<file path="config.mk">
export PLATFORM = sky130hd
export DESIGN_NAME = forward_rotation_engine_f
export DESIGN_NICKNAME = d
export VERILOG_FILES = /design/src/rtl/enigma_pkg.sv /design/src/rtl/rotor_fwd_sub.sv /design/src/rtl/forward_rotation_engine_f.sv
export SDC_FILE = /design/constraint.sdc
export NUM_CORES = 1
export LEC_CHECK = 0
export ABC_AREA = 1
export ABC_CLOCK_PERIOD_IN_PS = 16300
export BUFFER_PORTS_ARGS = -buffer_cell sky130_fd_sc_hd__buf_4
export CORE_MARGIN = 3
export CORE_UTILIZATION = 51
export DETAILED_ROUTE_END_ITERATION = 6
export GPL_ROUTABILITY_DRIVEN = 1
export PLACE_DENSITY = 0.8
export SLEW_MARGIN = 20
export SYNTH_ARGS = -nofsm -noshare
export SYNTH_HDL_FRONTEND = slang
export SYNTH_HIERARCHICAL = 1
export SYNTH_SLANG_ARGS = --single-unit
</file>
<file path="constraint.sdc">
create_clock -name clk -period 16.3 [get_ports clk]
set_input_delay 4.89 -clock clk [delete_from_list [all_inputs] [get_ports clk]]
set_output_delay 4.89 -clock clk [all_outputs]
set_load 0.03 [all_outputs]
</file>
<file path="src/rtl/enigma_pkg.sv">
// rtl/enigma_pkg.sv - shared rotor types, wirings, notches and FSM states
package enigma_pkg;

  typedef logic [4:0] letter_t;

  typedef enum logic [1:0] {IDLE, STEP, SUB, HOLD} state_e;

  typedef enum logic [1:0] {ROTOR_I, ROTOR_II, ROTOR_III} rotor_sel_e;

  localparam int NOTCH_I   = 16;
  localparam int NOTCH_II  = 4;
  localparam int NOTCH_III = 21;

  // EKMFLGDQVZNTOWYHXUSPAIBRCJ
  localparam letter_t WIRING_I [26] = '{
    5'd4,  5'd10, 5'd12, 5'd5,  5'd11, 5'd6,  5'd3,  5'd16, 5'd21, 5'd25,
    5'd13, 5'd19, 5'd14, 5'd22, 5'd24, 5'd7,  5'd23, 5'd20, 5'd18, 5'd15,
    5'd0,  5'd8,  5'd1,  5'd17, 5'd2,  5'd9
  };

  // AJDKSIRUXBLHWTMCQGZNPYFVOE
  localparam letter_t WIRING_II [26] = '{
    5'd0,  5'd9,  5'd3,  5'd10, 5'd18, 5'd8,  5'd17, 5'd20, 5'd23, 5'd1,
    5'd11, 5'd7,  5'd22, 5'd19, 5'd12, 5'd2,  5'd16, 5'd6,  5'd25, 5'd13,
    5'd15, 5'd24, 5'd5,  5'd21, 5'd14, 5'd4
  };

  // BDFHJLCPRTXVZNYEIWGAKMUSQO
  localparam letter_t WIRING_III [26] = '{
    5'd1,  5'd3,  5'd5,  5'd7,  5'd9,  5'd11, 5'd2,  5'd15, 5'd17, 5'd19,
    5'd23, 5'd21, 5'd25, 5'd13, 5'd24, 5'd4,  5'd8,  5'd22, 5'd6,  5'd0,
    5'd10, 5'd12, 5'd20, 5'd18, 5'd16, 5'd14
  };

  // Single conditional subtract; valid for any input up to 51.
  function automatic letter_t mod26(input logic [5:0] v);
    logic [5:0] r;
    r = (v >= 6'd26) ? (v - 6'd26) : v;
    return r[4:0];
  endfunction

endpackage

</file>
<file path="src/rtl/rotor_fwd_sub.sv">
// rtl/rotor_fwd_sub.sv - one rotor substitution on the forward path
module rotor_fwd_sub
  import enigma_pkg::*;
(
  input  letter_t    letter,
  input  letter_t    pos,
  input  rotor_sel_e sel,
  output letter_t    result
);

  letter_t idx;
  letter_t wired;

  always_comb begin
    idx = mod26({1'b0, letter} + {1'b0, pos});
    case (sel)
      ROTOR_I:   wired = WIRING_I[idx];
      ROTOR_II:  wired = WIRING_II[idx];
      ROTOR_III: wired = WIRING_III[idx];
      default:   wired = WIRING_I[idx];
    endcase
    // Bias by 26 before subtracting so the difference never goes negative.
    result = mod26(({1'b0, wired} + 6'd26) - {1'b0, pos});
  end

endmodule

</file>
<file path="src/rtl/forward_rotation_engine_f.sv">
// rtl/forward_rotation_engine_f.sv - rotor stepping plus forward r1->r2->r3 substitution
module forward_rotation_engine_f
  import enigma_pkg::*;
#(
  parameter int R1_NOTCH = NOTCH_III,
  parameter int R2_NOTCH = NOTCH_II,
  parameter int R3_NOTCH = NOTCH_I
)
(
  input  logic       clk,
  input  logic       rst,
  input  logic       load,
  input  logic [4:0] r1_pos_init,
  input  logic [4:0] r2_pos_init,
  input  logic [4:0] r3_pos_init,
  input  logic       in_valid,
  output logic       in_ready,
  input  logic [4:0] data_in,
  output logic       out_valid,
  input  logic       out_ready,
  output logic [4:0] r1_out,
  output logic [4:0] r2_out,
  output logic [4:0] r3_out,
  output logic [4:0] r1_pos_F,
  output logic [4:0] r2_pos_F,
  output logic [4:0] r3_pos_F
);

  if (R1_NOTCH < 0 || R1_NOTCH > 25 || R2_NOTCH < 0 || R2_NOTCH > 25 ||
      R3_NOTCH < 0 || R3_NOTCH > 25) begin : g_bad_notch
    $error("rotor notch parameter out of range 0..25");
  end

  localparam letter_t N1 = letter_t'(R1_NOTCH);
  localparam letter_t N2 = letter_t'(R2_NOTCH);

  state_e  state_q;
  state_e  state_d;
  letter_t letter_q;
  letter_t sub1;
  letter_t sub2;
  letter_t sub3;

  function automatic letter_t inc26(input letter_t p);
    return (p == 5'd25) ? 5'd0 : p + 5'd1;
  endfunction

  always_ff @(posedge clk) begin
    if (rst) state_q <= IDLE;
    else     state_q <= state_d;
  end

  always_comb begin
    state_d = state_q;
    case (state_q)
      IDLE:    if (!load && in_valid) state_d = STEP;
      STEP:    state_d = SUB;
      SUB:     state_d = HOLD;
      HOLD:    if (out_ready) state_d = IDLE;
      default: state_d = IDLE;
    endcase
  end

  always_comb begin
    in_ready  = (state_q == IDLE) && !rst;
    out_valid = (state_q == HOLD);
  end

  rotor_fwd_sub u_r1 (.letter(letter_q), .pos(r1_pos_F), .sel(ROTOR_III), .result(sub1));
  rotor_fwd_sub u_r2 (.letter(sub1),     .pos(r2_pos_F), .sel(ROTOR_II),  .result(sub2));
  rotor_fwd_sub u_r3 (.letter(sub2),     .pos(r3_pos_F), .sel(ROTOR_I),   .result(sub3));

  always_ff @(posedge clk) begin
    if (rst) begin
      r1_pos_F <= '0;
      r2_pos_F <= '0;
      r3_pos_F <= '0;
      letter_q <= '0;
      r1_out   <= '0;
      r2_out   <= '0;
      r3_out   <= '0;
    end else begin
      case (state_q)
        IDLE: begin
          if (load) begin
            r1_pos_F <= mod26({1'b0, r1_pos_init});
            r2_pos_F <= mod26({1'b0, r2_pos_init});
            r3_pos_F <= mod26({1'b0, r3_pos_init});
          end else if (in_valid) begin
            letter_q <= mod26({1'b0, data_in});
          end
        end
        STEP: begin
          // Middle rotor double-steps: it advances on its own notch as well as r1's.
          r1_pos_F <= inc26(r1_pos_F);
          if (r1_pos_F == N1 || r2_pos_F == N2) r2_pos_F <= inc26(r2_pos_F);
          if (r2_pos_F == N2) r3_pos_F <= inc26(r3_pos_F);
        end
        SUB: begin
          r1_out <= sub1;
          r2_out <= sub2;
          r3_out <= sub3;
        end
        default: ;
      endcase
    end
  end

endmodule
</file>
# Word-level counts from Yosys, hierarchy flattened
# Memory sizes are Yosys's and may differ from the RTL's.
# Cells that the tools add are included.
# totals
reg_bits	37
romBits	480
out_inout_bits	32
word_cells	105
memories	3
# classes
add_sub_neg	22
n_lt_le_gt_ge	13
n_eq_ne	13
n_mux	30
n_bitwise	4
n_reduce_logical	12
# mem_list
name	depth	word_bits	read_ports	rd_ports_with_merged_regs	wr	line	text
(name not given)	32	5	1	0	0	rotor_fwd_sub.sv:19	ROTOR_III: wired = WIRING_III[idx];
(name not given)	32	5	1	0	0	rotor_fwd_sub.sv:17	ROTOR_I: wired = WIRING_I[idx];
(name not given)	32	5	1	0	0	rotor_fwd_sub.sv:18	ROTOR_II: wired = WIRING_II[idx];
# ops
operator	count
2-to-1 mux 5 bit	24
subtractor 5 bit (second input constant)	10
greater-or-equal comparator 6 x 5 -> 1 bit (second input constant)	6
one-hot mux 5 bit (2 select lines)	3
== test 5 bit (second input constant)	4
greater-or-equal comparator 5 bit (second input constant)	4
adder 5 x 5 -> 6 bit	3
adder 5 x 5 -> 6 bit (second input constant)	3
greater-or-equal comparator 6 bit (second input constant)	3
NOT 5 -> 6 bit	3
subtractor 6 x 5 -> 6 bit	3
adder 5 x 1 -> 5 bit (second input constant)	3
AND reduction 3 bit	3
inequality test 2 bit (second input constant)	4
one-hot mux 2 bit (4 select lines)	1
== test 5 x 3 -> 1 bit (second input constant)	1
== test 2 bit (second input constant)	2
2-to-1 mux 2 bit	2
AND reduction 2 bit	2
== test 2 x 1 -> 1 bit (second input constant)	1
logical AND 1 bit	2
logical NOT 1 bit	2
logical NOT 2 bit	1
inequality test 2 x 1 -> 1 bit (second input constant)	1
other kinds (3)	3

# Logic depth before layout (Yosys ltp)
# logic_depth
ltp_word	33
ltp_mapped	101
depth_no_buf	101

# Hierarchy
# Netlist, hierarchy kept.
# modules_own_cells
module	instances	cells_each	area_per_inst_um2
forward_rotation_engine_f	1	343	2274.7
rotor_fwd_sub at u_r1	1	273	1607.8
rotor_fwd_sub at u_r2	1	278	1576.5
rotor_fwd_sub at u_r3	1	273	1571.5

# Least setup slack after synthesis
# No wires, ideal clock.
# synth_timing
path_type	register -> register
start	register r1_pos_F[0]
end	register r3_out[3]
arrival_ps	12356
setup_slack_ps	3828
path_stages_with_launch	91
n_path_buf	0
synth_period_minus_slack_ps	12472
path_cell_list	dfxtp_1 -> ha_1 -> fa_1 -> nand2_1 -> inv_1 -> nor2_2 -> inv_2 -> nand2_4 -> nand3_4 -> nand2_4 -> nand2_1 -> nand2_2 -> inv_1 -> ha_1 -> inv_1 -> nand3_1 -> nand3_1 -> nand2_1 -> [... 55 more ...] -> inv_1 -> ha_1 -> nand2_2 -> nand2_1 -> a21oi_1 -> o21ai_0 -> nand2_1 -> nand2_1 -> ha_1 -> inv_1 -> ha_1 -> fa_1 -> inv_1 -> o311ai_2 -> nand2_1 -> xor2_1 -> nor2_1 -> nor2_1
# synth_via
elab_chain_cells	33
word_cells_on_any_way	39
classes_between	add/sub: 15; order compare: 6; mux: 12; bitwise: 3; memory: 3
# synth_lines
item	line	text
start, declared	forward_rotation_engine_f.sv:24	output logic [4:0] r1_pos_F,
start signal, assigned	forward_rotation_engine_f.sv:86	r1_pos_F <= mod26({1'b0, r1_pos_init});
start signal, assigned	forward_rotation_engine_f.sv:95	r1_pos_F <= inc26(r1_pos_F);
adder 5 x 5 -> 6 bit	rotor_fwd_sub.sv:15	idx = mod26({1'b0, letter} + {1'b0, pos});
subtractor 5 bit or greater-or-equal comparator 6 x 5 -> 1 bit (tied branches)	enigma_pkg.sv:38	r = (v >= 6'd26) ? (v - 6'd26) : v;
2-to-1 mux 5 bit	enigma_pkg.sv:38	
NOT 5 -> 6 bit	--	
memory (32 x 5 bit)	--	
2-to-1 mux 5 bit (implied by the code) (2 in a row)	rotor_fwd_sub.sv:19	
adder 5 x 5 -> 6 bit	rotor_fwd_sub.sv:23	result = mod26(({1'b0, wired} + 6'd26) - {1'b0, pos});
subtractor 6 x 5 -> 6 bit *	rotor_fwd_sub.sv:23	
[... 2 more ...]	--	
net sub1[1]	forward_rotation_engine_f.sv:40	letter_t sub1;
[... 11 more ...]	--	
net sub2[1]	forward_rotation_engine_f.sv:41	letter_t sub2;
[... 3 more ...]	--	
NOT 5 -> 6 bit *	--	
memory (32 x 5 bit) *	--	
2-to-1 mux 5 bit (implied by the code) * (2 in a row)	rotor_fwd_sub.sv:17	
adder 5 x 5 -> 6 bit *	rotor_fwd_sub.sv:23	
subtractor 6 x 5 -> 6 bit *	rotor_fwd_sub.sv:23	
subtractor 5 bit or greater-or-equal comparator 6 x 5 -> 1 bit (tied branches)	enigma_pkg.sv:38	
2-to-1 mux 5 bit *	enigma_pkg.sv:38	
net sub3[3]	forward_rotation_engine_f.sv:42	letter_t sub3;
end signal, assigned	forward_rotation_engine_f.sv:102	r3_out <= sub3;
end, declared	forward_rotation_engine_f.sv:23	output logic [4:0] r3_out,
# Mark *: on every way through the listed nets, which the timed path passes. The rest lies on a longest branch. The select of a mux whose other input is x is not followed.
# A chain may end at the register's enable or synchronous reset.

# Worst setup path in the final report
# layout_timing
start	register r1_pos_F[0]
end	register r3_out[2]
# The elaborated chain is that of the path after synthesis.

==> metrics.json <==
{
  "global_routing": {
    "via_count_of_the_first_global_routing_pass": 6618,
    "grt.total_usage": 0.233,
    "grt_first_pass_wirelength_um": 29900,
    "overflow": 0,
    "grt_max_degree": 34,
    "antenna_found_initial": 0
  },
  "yosys": {
    "async_flop_share": 0,
    "postSynthAreaPerCell_um2": 6.02,
    "post_synth_instance_area_um2": 7030,
    "most_frequent_cell_after_synthesis": "nand2_1",
    "yosys_warns": 6,
    "synth_top_area_cell": "ha_1",
    "ys_top_cells_by_count": "306 x nand2_1, 170 x inv_1, 168 x nand3_1, 100 x ha_1, 86 x nor2_1",
    "netlist-cell-type-count": 45,
    "number_of_synthesized_flops_with_an_enable_pin": 0,
    "yosys_most_used_dff": "dfxtp_1",
    "synth_seq_cells": 37,
    "synth_area_leaders": "ha_1 18%, nand2_1 16%, nand3_1 12%, dfxtp_1 11%, inv_1 9.1%",
    "synth-seq-area-share": 0.105,
    "syn-instance-count": 1167,
    "yosysTopAreaCellShare": 0.178
  },
  "clock_network": {
    "post_cts.resized_instances": 0,
    "clk_transition_reported_paths_ns": 0.05,
    "ctsRootBufferMaster": "clkbuf_16",
    "clk-insertion-delay-late_ns": 0.28,
    "post_cts_buffers": 0,
    "hold_buffers": 0,
    "max_buffers_root_to_sink": 2,
    "cts_max_level": 2,
    "cts_num_sinks": 37,
    "tritoncts.num_buffers": 5,
    "tritoncts_clock_tree": "yes"
  },
  "routing": {
    "drt_first_pass_iters": 7,
    "wire_per_inst_um": 12.8,
    "vias": 7564,
    "drtIter0Drc": 713,
    "finalWirelength_um": 17800,
    "detail-route-antenna-nets": 0,
    "drc_violation_count_after_routing": 1,
    "via_cell_ratio": 5.44
  },
  "timing": {
    "timing.final.max_slew_violations": 0,
    "min_period_over_period": 0.846,
    "totalNegativeSetupSlack_ns": 0,
    "report.final.hold_viol_count": 0,
    "achievable-frequency_ghz": 0.0725,
    "fin_worst_skew_ns": 0.00311,
    "slew_headroom": 0.366,
    "rsz0062_at_grt": "no",
    "setup-violations-final": 0,
    "worst_slew_pin_slew_ns": 0.950,
    "period_minus_slack_ns": 13.79
  },
  "place": {
    "port_buffers": 56,
    "placed_area_um2": 7500,
    "dp_hpwl_um": 14000,
    "gpl.final_weighted_congestion": 0.997
  },
  "die": {
    "io-pin-count": 57,
    "core_region_area_um2": 13300,
    "die_area_um2": 15200,
    "initial_core_util": 0.527,
    "die_y_um": 123,
    "die_w_um": 123,
    "std_cell_rows": 42
  },
  "setup_path": {
    "critical_path_peak_fanout": 10,
    "start_kind": "flop",
    "timing.critical_path.max_delay_family": "simple AND/OR/NAND/NOR gates",
    "worst_setup_path_end_kind": "flop",
    "rrSetupSlack_ns": 2.51,
    "path_class": "flop to flop",
    "timing.rr.end": "r3_out[2]",
    "slowest_stage": "fa_1",
    "crit_path_frequent_cell": "nand2_1",
    "timing.critical_path.buf_inv": 15,
    "worst_r2r_path_depth": 95,
    "timing.critical_path.slowest_cell_delay_ns": 0.49,
    "worst_ep_required_time_ns": 16.47,
    "critical_path_arrival_ns": 13.96,
    "rr_startpoint": "r1_pos_F[0]"
  },
  "final_layout": {
    "design.final.nets": 1345,
    "finish.instance_area_um2": 7660,
    "layout-drive-gt1-share": 0.105,
    "area_growth_syn_to_layout_pct": 8.95,
    "antenna_cells_inserted": 0
  },
  "run_status": {
    "violations": "design-rule violations",
    "run_status": "finished with violations"
  },
  "min_path": {
    "worstHoldStart": "letter_q[3]",
    "worst_hold_path.num_cells": 2,
    "hold_path.class": "flop to flop",
    "whs_endpoint": "letter_q[3]"
  },
  "run": {
    "cap_viol_max_count": 0
  }
}
final cells by class:
class	instances	area (um2)
clock buffer	5	125
clock inverter	2	35.0
fill	1334	5690
inverter	179	682
multi-input combinational	935	5440
sequential	37	741
tap	176	220
timing repair buffer	56	420
cells by family after synthesis:
group,synth area share
compound gates,0.136
xor+xnor,0.0262
fa+ha+maj,0.195
buf+inv,0.127
flops,0.105
other cells,0.00107
simple gates,0.409
worst register-to-register path: cells and delay by family, from the launching register on:
| family | cells | cell delay, ns |
|---|---|---|
| simple gates | 51 | 4.83 |
| compound gates | 8 | 1.35 |
| xor+xnor | 5 | 1.08 |
| flops | 1 | 0.39 |
| buf+inv | 15 | 1.24 |
| fa+ha+maj | 16 | 4.79 |
flip-flops by register name, indices dropped and copies added, names as in the netlist:
signal    cells
r2_out        5
r1_pos_F      5
r3_pos_F      5
r2_pos_F      5
state_q       2
r1_out        5
letter_q      5
r3_out        5
stage by stage:
stage	cells	hold WS, ns	utilization	setup WS (ns)
floorplan	1177	0.444	-	3.83
global placement	1383	0.486	0.562	3.06
detailed placement	1383	0.489	0.562	2.69
CTS	1390	0.504	0.574	2.65
global route	1390	0.526	0.574	1.10
finish	1390	0.500	0.574	2.51
layout by cell type, fill, tap and decap left out, drive strengths merged:
master / n
bufinv: 1
o311ai: 1
nand4: 9
o31ai: 1
inv: 179
xnor2: 6
buf: 56
a31oi: 9
or2: 5
nand2: 344
o21a: 4
o211ai: 15
clkbuf: 5
a211oi: 3
clkinv: 1
o21ai: 69
dfxtp: 37
nor3: 7
xor2: 15
nand3: 174
nor2: 88
o22ai: 3
o21bai: 2
and3: 1
ha: 100
fa: 6
a41oi: 1
a21oi: 59
conb: 12
nand3b: 1
worst max-delay path by stage:
stage | cells past startpoint | slack, ns | endpoint | startpoint
finish | 95 | 2.51 | r3_out[2] | r1_pos_F[0]
global placement | 93 | 3.06 | r3_out[3] | r1_pos_F[0]
detailed placement | 93 | 2.69 | r3_out[3] | r1_pos_F[0]
global route | 95 | 1.10 | r3_out[2] | r1_pos_F[0]
floorplan | 90 | 3.83 | r3_out[3] | r1_pos_F[0]
CTS | 93 | 2.65 | r3_out[3] | r1_pos_F[0]
routing by layer:
metal  global-route usage  routed length [um]  vias to the layer above
li1                     -                   -                     3878
met3               0.0407                1320                       56
met1                0.320                8180                     3340
met5                    0                   0                        -
met4               0.0644                 465                        0
met2                0.375                7870                      290
Power is left out: the tool's default activity adds up to more than one toggle a clock period on the data nets, which glitch-free logic cannot reach.
